### src/rtl/as2650_mem_arbiter.sv
// Shares the external memory bus between the as2650 CPU and one DMA requester, with wait states.
// Optional round-robin arbitration when AS2650_ARB_ROUNDROBIN_EN is defined (fixed CPU priority otherwise).
module as2650_mem_arbiter #(
    parameter int WAIT_STATES = 2,
    parameter int ADR_W       = 13
) (
    input  logic             clk,
    input  logic             reset,
    input  logic             cpu_opreq,
    input  logic             cpu_m_io,
    input  logic             cpu_rw,
    input  logic [ADR_W-1:0] cpu_adr,
    input  logic [7:0]       cpu_dout,
    output logic [7:0]       cpu_din,
    output logic             cpu_opack,
    input  logic             dma_req,
    input  logic             dma_we,
    input  logic [ADR_W-1:0] dma_adr,
    input  logic [7:0]       dma_wdata,
    output logic [7:0]       dma_rdata,
    output logic             dma_ack,
    output logic [ADR_W-1:0] mem_adr,
    output logic [7:0]       mem_dout,
    input  logic [7:0]       mem_din,
    output logic             mem_oeb,
    output logic             mem_ce_n,
    output logic             mem_we_n,
    output logic             busy
);

    typedef enum logic [1:0] {IDLE, ACCESS, IOACK, ACK} state_t;
    typedef enum logic [1:0] {GNT_NONE, GNT_CPU, GNT_DMA} grant_t;

    state_t      state_reg;
    grant_t      grant_reg;
    logic [3:0]  wait_cnt_reg;
    logic        wr_reg;
`ifdef AS2650_ARB_ROUNDROBIN_EN
    logic        last_dma_reg;
`endif

    logic cpu_wins;
    logic gnt_req;
    logic gnt_ack;

    always_comb begin
`ifdef AS2650_ARB_ROUNDROBIN_EN
        // On a tie the side that was not granted last goes first.
        cpu_wins = cpu_opreq && (!dma_req || last_dma_reg);
`else
        cpu_wins = cpu_opreq;
`endif
        gnt_req = (grant_reg == GNT_DMA) ? dma_req : cpu_opreq;
        gnt_ack = (grant_reg == GNT_DMA) ? dma_ack : cpu_opack;
    end

    always_ff @(posedge clk or posedge reset) begin
        if (reset) begin
            state_reg    <= IDLE;
            grant_reg    <= GNT_NONE;
            wait_cnt_reg <= 4'd0;
            wr_reg       <= 1'b0;
`ifdef AS2650_ARB_ROUNDROBIN_EN
            last_dma_reg <= 1'b1;
`endif
            mem_ce_n     <= 1'b1;
            mem_we_n     <= 1'b1;
            mem_oeb      <= 1'b1;
            mem_adr      <= '0;
            mem_dout     <= 8'h00;
            cpu_din      <= 8'h00;
            dma_rdata    <= 8'h00;
            cpu_opack    <= 1'b0;
            dma_ack      <= 1'b0;
            busy         <= 1'b0;
        end else begin
            case (state_reg)
                IDLE: begin
                    mem_ce_n  <= 1'b1;
                    mem_we_n  <= 1'b1;
                    mem_oeb   <= 1'b1;
                    cpu_opack <= 1'b0;
                    dma_ack   <= 1'b0;
                    if (cpu_opreq || dma_req) begin
                        busy <= 1'b1;
                        if (cpu_wins) begin
                            grant_reg <= GNT_CPU;
`ifdef AS2650_ARB_ROUNDROBIN_EN
                            last_dma_reg <= 1'b0;
`endif
                            if (!cpu_m_io) begin
                                // I/O space is not decoded here: reads return all ones.
                                state_reg <= IOACK;
                                cpu_din   <= 8'hFF;
                            end else begin
                                state_reg    <= ACCESS;
                                mem_adr      <= cpu_adr;
                                mem_dout     <= cpu_dout;
                                wr_reg       <= cpu_rw;
                                wait_cnt_reg <= 4'(WAIT_STATES);
                            end
                        end else begin
                            grant_reg <= GNT_DMA;
`ifdef AS2650_ARB_ROUNDROBIN_EN
                            last_dma_reg <= 1'b1;
`endif
                            state_reg    <= ACCESS;
                            mem_adr      <= dma_adr;
                            mem_dout     <= dma_wdata;
                            wr_reg       <= dma_we;
                            wait_cnt_reg <= 4'(WAIT_STATES);
                        end
                    end
                end

                ACCESS: begin
                    mem_ce_n <= 1'b0;
                    mem_we_n <= ~wr_reg;
                    mem_oeb  <= ~wr_reg;
                    if (wait_cnt_reg == 4'd0) begin
                        if (!wr_reg) begin
                            if (grant_reg == GNT_DMA)
                                dma_rdata <= mem_din;
                            else
                                cpu_din <= mem_din;
                        end
                        state_reg <= ACK;
                    end else begin
                        wait_cnt_reg <= wait_cnt_reg - 4'd1;
                    end
                end

                ACK, IOACK: begin
                    mem_ce_n <= 1'b1;
                    mem_we_n <= 1'b1;
                    mem_oeb  <= 1'b1;
                    // First cycle raises ack unconditionally, so a request that already
                    // dropped still sees exactly one ack cycle.
                    if (!gnt_ack) begin
                        if (grant_reg == GNT_DMA)
                            dma_ack <= 1'b1;
                        else
                            cpu_opack <= 1'b1;
                    end else if (!gnt_req) begin
                        cpu_opack <= 1'b0;
                        dma_ack   <= 1'b0;
                        grant_reg <= GNT_NONE;
                        state_reg <= IDLE;
                        busy      <= 1'b0;
                    end
                end

                default: begin
                    state_reg <= IDLE;
                    busy      <= 1'b0;
                end
            endcase
        end
    end

endmodule

### config.mk
export PLATFORM = sky130hd
export DESIGN_NAME = as2650_mem_arbiter
export DESIGN_NICKNAME = d
export VERILOG_FILES = /design/src/rtl/as2650_mem_arbiter.sv
export SDC_FILE = /design/constraint.sdc
export NUM_CORES = 1
export LEC_CHECK = 0
export BUFFER_PORTS_ARGS = -buffer_cell sky130_fd_sc_hd__buf_2
export CAP_MARGIN = 20
export CORE_ASPECT_RATIO = 1.75
export CORE_UTILIZATION = 52
export CTS_BUF_LIST = sky130_fd_sc_hd__clkbuf_16
export DETAILED_ROUTE_END_ITERATION = 8
export PLACE_DENSITY = 0.89
export SLEW_MARGIN = 0
export SYNTH_ARGS = -nofsm -noshare
export SYNTH_HDL_FRONTEND = slang
export SYNTH_SLANG_ARGS = --single-unit
### constraint.sdc
create_clock -name clk -period 4.9 [get_ports clk]
set_input_delay 0.49 -clock clk [delete_from_list [all_inputs] [get_ports clk]]
set_output_delay 0.49 -clock clk [all_outputs]
set_load 0.01 [all_outputs]
; ---- Yosys cells after proc, flatten, opt, wreduce, memory -nomap -nowiden
; Cells that the tools add are included.
; W data, S select, Z words.
[op_classes]
n_addsub = 1
eq_ne = 18
mux = 42
bitwise_logic = 1
n_reduce_logical = 15
[ops]
columns = operator, n
row1 = $mux W8, 8
row2 = $mux W13, 2
row3 = $ne A2 B2 Y1 const B, 9
row4 = $mux W2, 8
row5 = $mux W4, 4
row6 = $pmux W8 S2, 1
row7 = $reduce_and A4 Y1, 4
row8 = $ne A3 B3 Y1 const B, 4
row9 = $mux W1, 11
row10 = $pmux W1 S2, 5
row11 = $reduce_and A3 Y1, 3
row12 = $pmux W4 S2, 1
row13 = $reduce_and A7 Y1, 1
row14 = $eq A2 B2 Y1 const B, 3
row15 = $pmux W2 S3, 1
row16 = $logic_not A4 Y1, 1
row17 = $pmux W2 S2, 1
row18 = $reduce_bool A2 Y1, 2
row19 = $sub A4 B1 Y4 const B, 1
row20 = $reduce_or A3 Y1, 1
row21 = $eq A2 B1 Y1 const B, 1
row22 = $logic_not A2 Y1, 1
row23 = $ne A2 B1 Y1 const B, 1
row24 = $reduce_or A2 Y1, 1
row25 = other kinds (2), 2
[totals]
regBits = 51
input_bits = 57
word_cells = 90

; ---- Logic depth before layout (Yosys ltp)
[logic_depth]
ltp_word = 5
depth_mapped = 6

; ---- Worst setup path before layout
; OpenSTA, ideal clock, no wires.
[synth_path]
path_type = register to register
from = register wait_cnt_reg[0]
to = register dma_rdata[0]
setup_time_ns = 0.125
arrival_time_ns = 1.936
required_time_ns = 4.775
slack_ns = 2.839
stages_incl_launch_ff = 7
period_less_slack_ns = 2.061
cell_sequence = dfrtp_1 -> inv_1 -> ha_1 -> or3b_4 -> or4_4 -> buf_6 -> mux2_4
[synth_between]
elab_chain_len = 2
[synth_lines]
columns = item, line_no
row1 = from (decl), 36  ; logic [3:0] wait_cnt_reg;
row2 = from (signal assigned), 100  ; wait_cnt_reg <= 4'(WAIT_STATES);
row3 = from (signal assigned), 111  ; wait_cnt_reg <= 4'(WAIT_STATES);
row4 = from (signal assigned), 129  ; wait_cnt_reg <= wait_cnt_reg - 4'd1;
row5 = $logic_not A4 Y1, 120  ; if (wait_cnt_reg == 4'd0) begin
row6 = $reduce_and A4 Y1 (no source line), --
row7 = to (signal assigned), 123  ; dma_rdata <= mem_din;
row8 = to (decl), 20  ; output logic [7:0] dma_rdata,
; Every way passes these cells.
; A chain may end at the register's enable or synchronous reset.

; ---- Worst setup path after layout
[layout_path]
from = input port cpu_opreq
to = register wait_cnt_reg[3]
[layout_between]
elab_chain_len = 3
word_cells_on_any_way = 7
classes_between = eq/ne: 2 / mux: 3 / reduce/logical: 2
[layout_lines]
columns = item, line_no
row1 = from (decl), 9  ; input logic cpu_opreq,
row2 = $mux W4 or $logic_or A1 B1 Y1 (tied branches), "86, 84"
row3 = $mux W4 or $ne A2 B2 Y1 (tied branches), --
row4 = $pmux W4 S2 or $reduce_and A4 Y1 (tied branches), --
; Several ways; a longest one is shown, not always the timed one. The select of a mux whose other input is x is not followed.

==> results_dict.tcl <==
set metrics [dict create \
    status "finished clean" \
    clock_power_share 0.179 \
    ys_ff_latch 51 \
    fp.dieArea_um2 5040 \
    fp.dieW_um 54.1 \
    synthDistinctLibCells 36 \
    number_of_enable_type_register_cells_in_the_synthesized_netlist 0 \
    layout.area.seq_um2 1280 \
    post_route_cells_drive_above_1_share 0.390 \
    n_fill_cell 368 \
    cts_root_buf "sky130_fd_sc_hd__clkbuf_16" \
    layout.nets 373 \
    power.density_nw_per_um2 595 \
    ioPinCount 100 \
    antennaDiodeCount 0 \
    gr-total-overflow 0 \
    crit_path_max_incr_delay_ns 0.79 \
    switching_power_w 0.000683 \
    crit_arrival_ns 2.44 \
    clkSlewWorstSetupHoldPaths_ns 0.07 \
    internal_power_w 0.00117 \
    relSlewSlack 0.394 \
    registers.top_by_ff_count "mem_adr" \
    timing.setup.critical_path_class "in2reg" \
    h-tree-depth 2 \
    synthDominantCellAreaShare 0.497 \
    finalHoldViolCount 0 \
    max_cap_viol_count 0 \
    max-vdd-ir-drop_uv 378 \
    insertion_delay_ns 0.29 \
    post_synth_main_area_contributors "sky130_fd_sc_hd__dfrtp_1, sky130_fd_sc_hd__mux2i_1, sky130_fd_sc_hd__a31oi_1, sky130_fd_sc_hd__a21oi_1, sky130_fd_sc_hd__mux2_4" \
    max_freq_ghz 0.441 \
    p_sw_frac 0.368 \
    avg_inst_size_synth_um2 11.0 \
    initial_core_utilization 0.550 \
    rsz0062_at_grt "false" \
    firstDrtPassIters 4 \
    tightestPinTransition_ns 0.907 \
    areaGrowthSynthToFinish_pct 26.3 \
    maximum_number_of_pins_on_one_net_before_global_route_repair 52 \
    yosysWarnings 0 \
    setup.worst_path.end_class "flip-flop" \
    post_synth_inst_count 225 \
    largest_register_ffs 13 \
    grt_pass1_wl_mm 8.57 \
    multi_input_area_um2 1090 \
    comb_power_share 0.396 \
    die_h_um 93.1 \
    final_antenna_net_count 0 \
    post-dp-hpwl_mm 3.84 \
    layout_worst_path_cycle_share 0.463 \
    post_synthesis_async_set_or_reset_flop_share 1.00 \
    library_cell_with_the_highest_instance_count_after_synthesis "sky130_fd_sc_hd__dfrtp_1" \
    synth.largest_area_cell "sky130_fd_sc_hd__dfrtp_1" \
    post_cts_hold_buffer_count 0 \
    seq_area_frac_synth 0.518 \
    portBuffers 99 \
    vias_per_cell 5.57 \
    power.static_leakage_nw 1.56 \
    final_core_util 0.695 \
    drt-total-wl_mm 5.40 \
    period_needed_ns 2.27 \
    fin_skew_ns 0.00717 \
    total_routing_usage_gr 0.231 \
    clock_sink_count 51 \
    synthFlopType "sky130_fd_sc_hd__dfrtp_1" \
    power.total_w 0.00185 \
    first_iter_violations 62 \
    crit_path_cell_trace "buf_2, mux2_2, o21bai_1, a211o_1" \
    clockBufferDepth 2 \
    critical_path.n_buffers_inverters 1 \
    slew_violations 0 \
    setup-violations-final 0 \
    first_global_vias 1945 \
    detailroute.via_count 2038 \
    netlist_top_cells_count "sky130_fd_sc_hd__dfrtp_1, sky130_fd_sc_hd__mux2i_1, sky130_fd_sc_hd__a21oi_1" \
    place_congestion 0.711 \
    clock_tree_from_tritoncts "built" \
    critPathSlowestCell "sky130_fd_sc_hd__mux2_2" \
    synth_nets 284 \
    cts.repair_timing.setup_buffer_count 0 \
    critical-path-top-delay-family "multiplexers" \
    critical_path.max_fanout 46 \
    start_kind "input pin" \
    syn_area_um2 2470 \
    cts_repair_resizes 0 \
    worst_hold_path_type "in2async" \
    post-route-drc-count 0 \
    post_route_setup_tns_ns 0 \
    antenna_found_initial 0 \
    worst-endpoint-required_ns 5.07 \
    wl_per_cell_um 14.7 \
    cts_inserted_buffers 5 \
    rows 32 \
    seqPwrFrac 0.425 \
    coreArea_um2 4480 \
]
## stage by stage
stage                     worst slack, ns  hold slack, ns  instances  area, um2
after global placement               2.40           0.472        357       2960
after CTS                            2.62           0.444        365       3100
after global routing                 2.46          0.0812        366       3120
after floorplan                      2.84           0.439        225       2470
final                                2.63          0.0815        366       3120
after detailed placement             2.34           0.485        357       2960
## cell families (layout without fill, tap and decap cells)
group | Yosys count | after routing | share of synthesized area
compound gates | 63 | 63 | 0.153
fa+ha+maj | 2 | 2 | 0.0101
buf+inv | 24 | 114 | 0.0426
flops | 51 | 51 | 0.518
mux | 39 | 39 | 0.175
simple gates | 46 | 46 | 0.101
## power by group through the flow
stage                     sequential (W)  combinational [W]  clock, W
after floorplan                 0.000835           0.000410         0
after global placement          0.000783           0.000707         0
after detailed placement        0.000787           0.000738         0
after CTS                       0.000785           0.000742  0.000340
after global routing            0.000816           0.000823  0.000357
final                           0.000787           0.000734  0.000333
## cell type report
type / instances / share of cell area
Clock inverter: 3 / 0.00522
Timing Repair Buffer: 101 / 0.168
Sequential cell: 51 / 0.410
Tap cell: 51 / 0.0205
Multi-Input combinational cell: 150 / 0.350
Clock buffer: 5 / 0.0401
Inverter: 5 / 0.00602
## worst register-to-register path: stages (launching register included)
cell	delay [ns]
sky130_fd_sc_hd__dfrtp_1	0.65
sky130_fd_sc_hd__nand2b_1	0.42
sky130_fd_sc_hd__or4_4	0.74
sky130_fd_sc_hd__mux2_4	0.34
## cells in the final DEF (no fill, tap or decap), types with 2 or more instances in the layout
cell / instances
sky130_fd_sc_hd__a211o_1: 2
sky130_fd_sc_hd__a211oi_1: 2
sky130_fd_sc_hd__a21oi_1: 25
sky130_fd_sc_hd__a31oi_1: 22
sky130_fd_sc_hd__buf_2: 99
sky130_fd_sc_hd__clkbuf_16: 5
sky130_fd_sc_hd__dfrtp_1: 49
sky130_fd_sc_hd__dfstp_2: 2
sky130_fd_sc_hd__ha_1: 2
sky130_fd_sc_hd__inv_1: 5
sky130_fd_sc_hd__mux2_4: 8
sky130_fd_sc_hd__mux2i_1: 30
sky130_fd_sc_hd__nand2_1: 5
sky130_fd_sc_hd__nand2b_1: 3
sky130_fd_sc_hd__nand3b_1: 2
sky130_fd_sc_hd__nor2_1: 17
sky130_fd_sc_hd__nor2b_1: 3
sky130_fd_sc_hd__nor3_1: 4
sky130_fd_sc_hd__nor3b_1: 3
sky130_fd_sc_hd__o21ai_0: 4
sky130_fd_sc_hd__o21bai_1: 3
sky130_fd_sc_hd__o22ai_1: 2
## worst paths after layout
| kind | startpoint | endpoint | slack [ns] | depth (start not counted) |
|---|---|---|---|---|
| setup / recovery | cpu_opreq | wait_cnt_reg[3]$_DFFE_PP0P_ | 2.63 | 4 |
| hold / removal | reset | mem_dout[3]$_DFFE_PP0P_ | 0.08 | 2 |
| setup reg to reg | state_reg[0]$_DFFE_PP0P_ | dma_rdata[6]$_DFFE_PP0P_ | 2.64 | 3 |
| hold reg to reg | wr_reg$_DFFE_PP0P_ | mem_we_n$_DFF_PP1_ | 0.49 | 1 |
| max in group asynchronous | reset | mem_we_n$_DFF_PP1_ | 4.29 | 3 |
| min in group clk | mem_din[1] | dma_rdata[1]$_DFFE_PP0P_ | 0.45 | 2 |
## per-layer routing
layer  vias to the layer above  wire length, um  global-route usage
met4                         0               91              0.0876
met3                         8              286              0.0374
met5                         -                0                   0
met2                        82             2850               0.415
li1                        999                -                   -
met1                       949             2170               0.260
No activity file was read; power rests on OpenSTA's default activity.
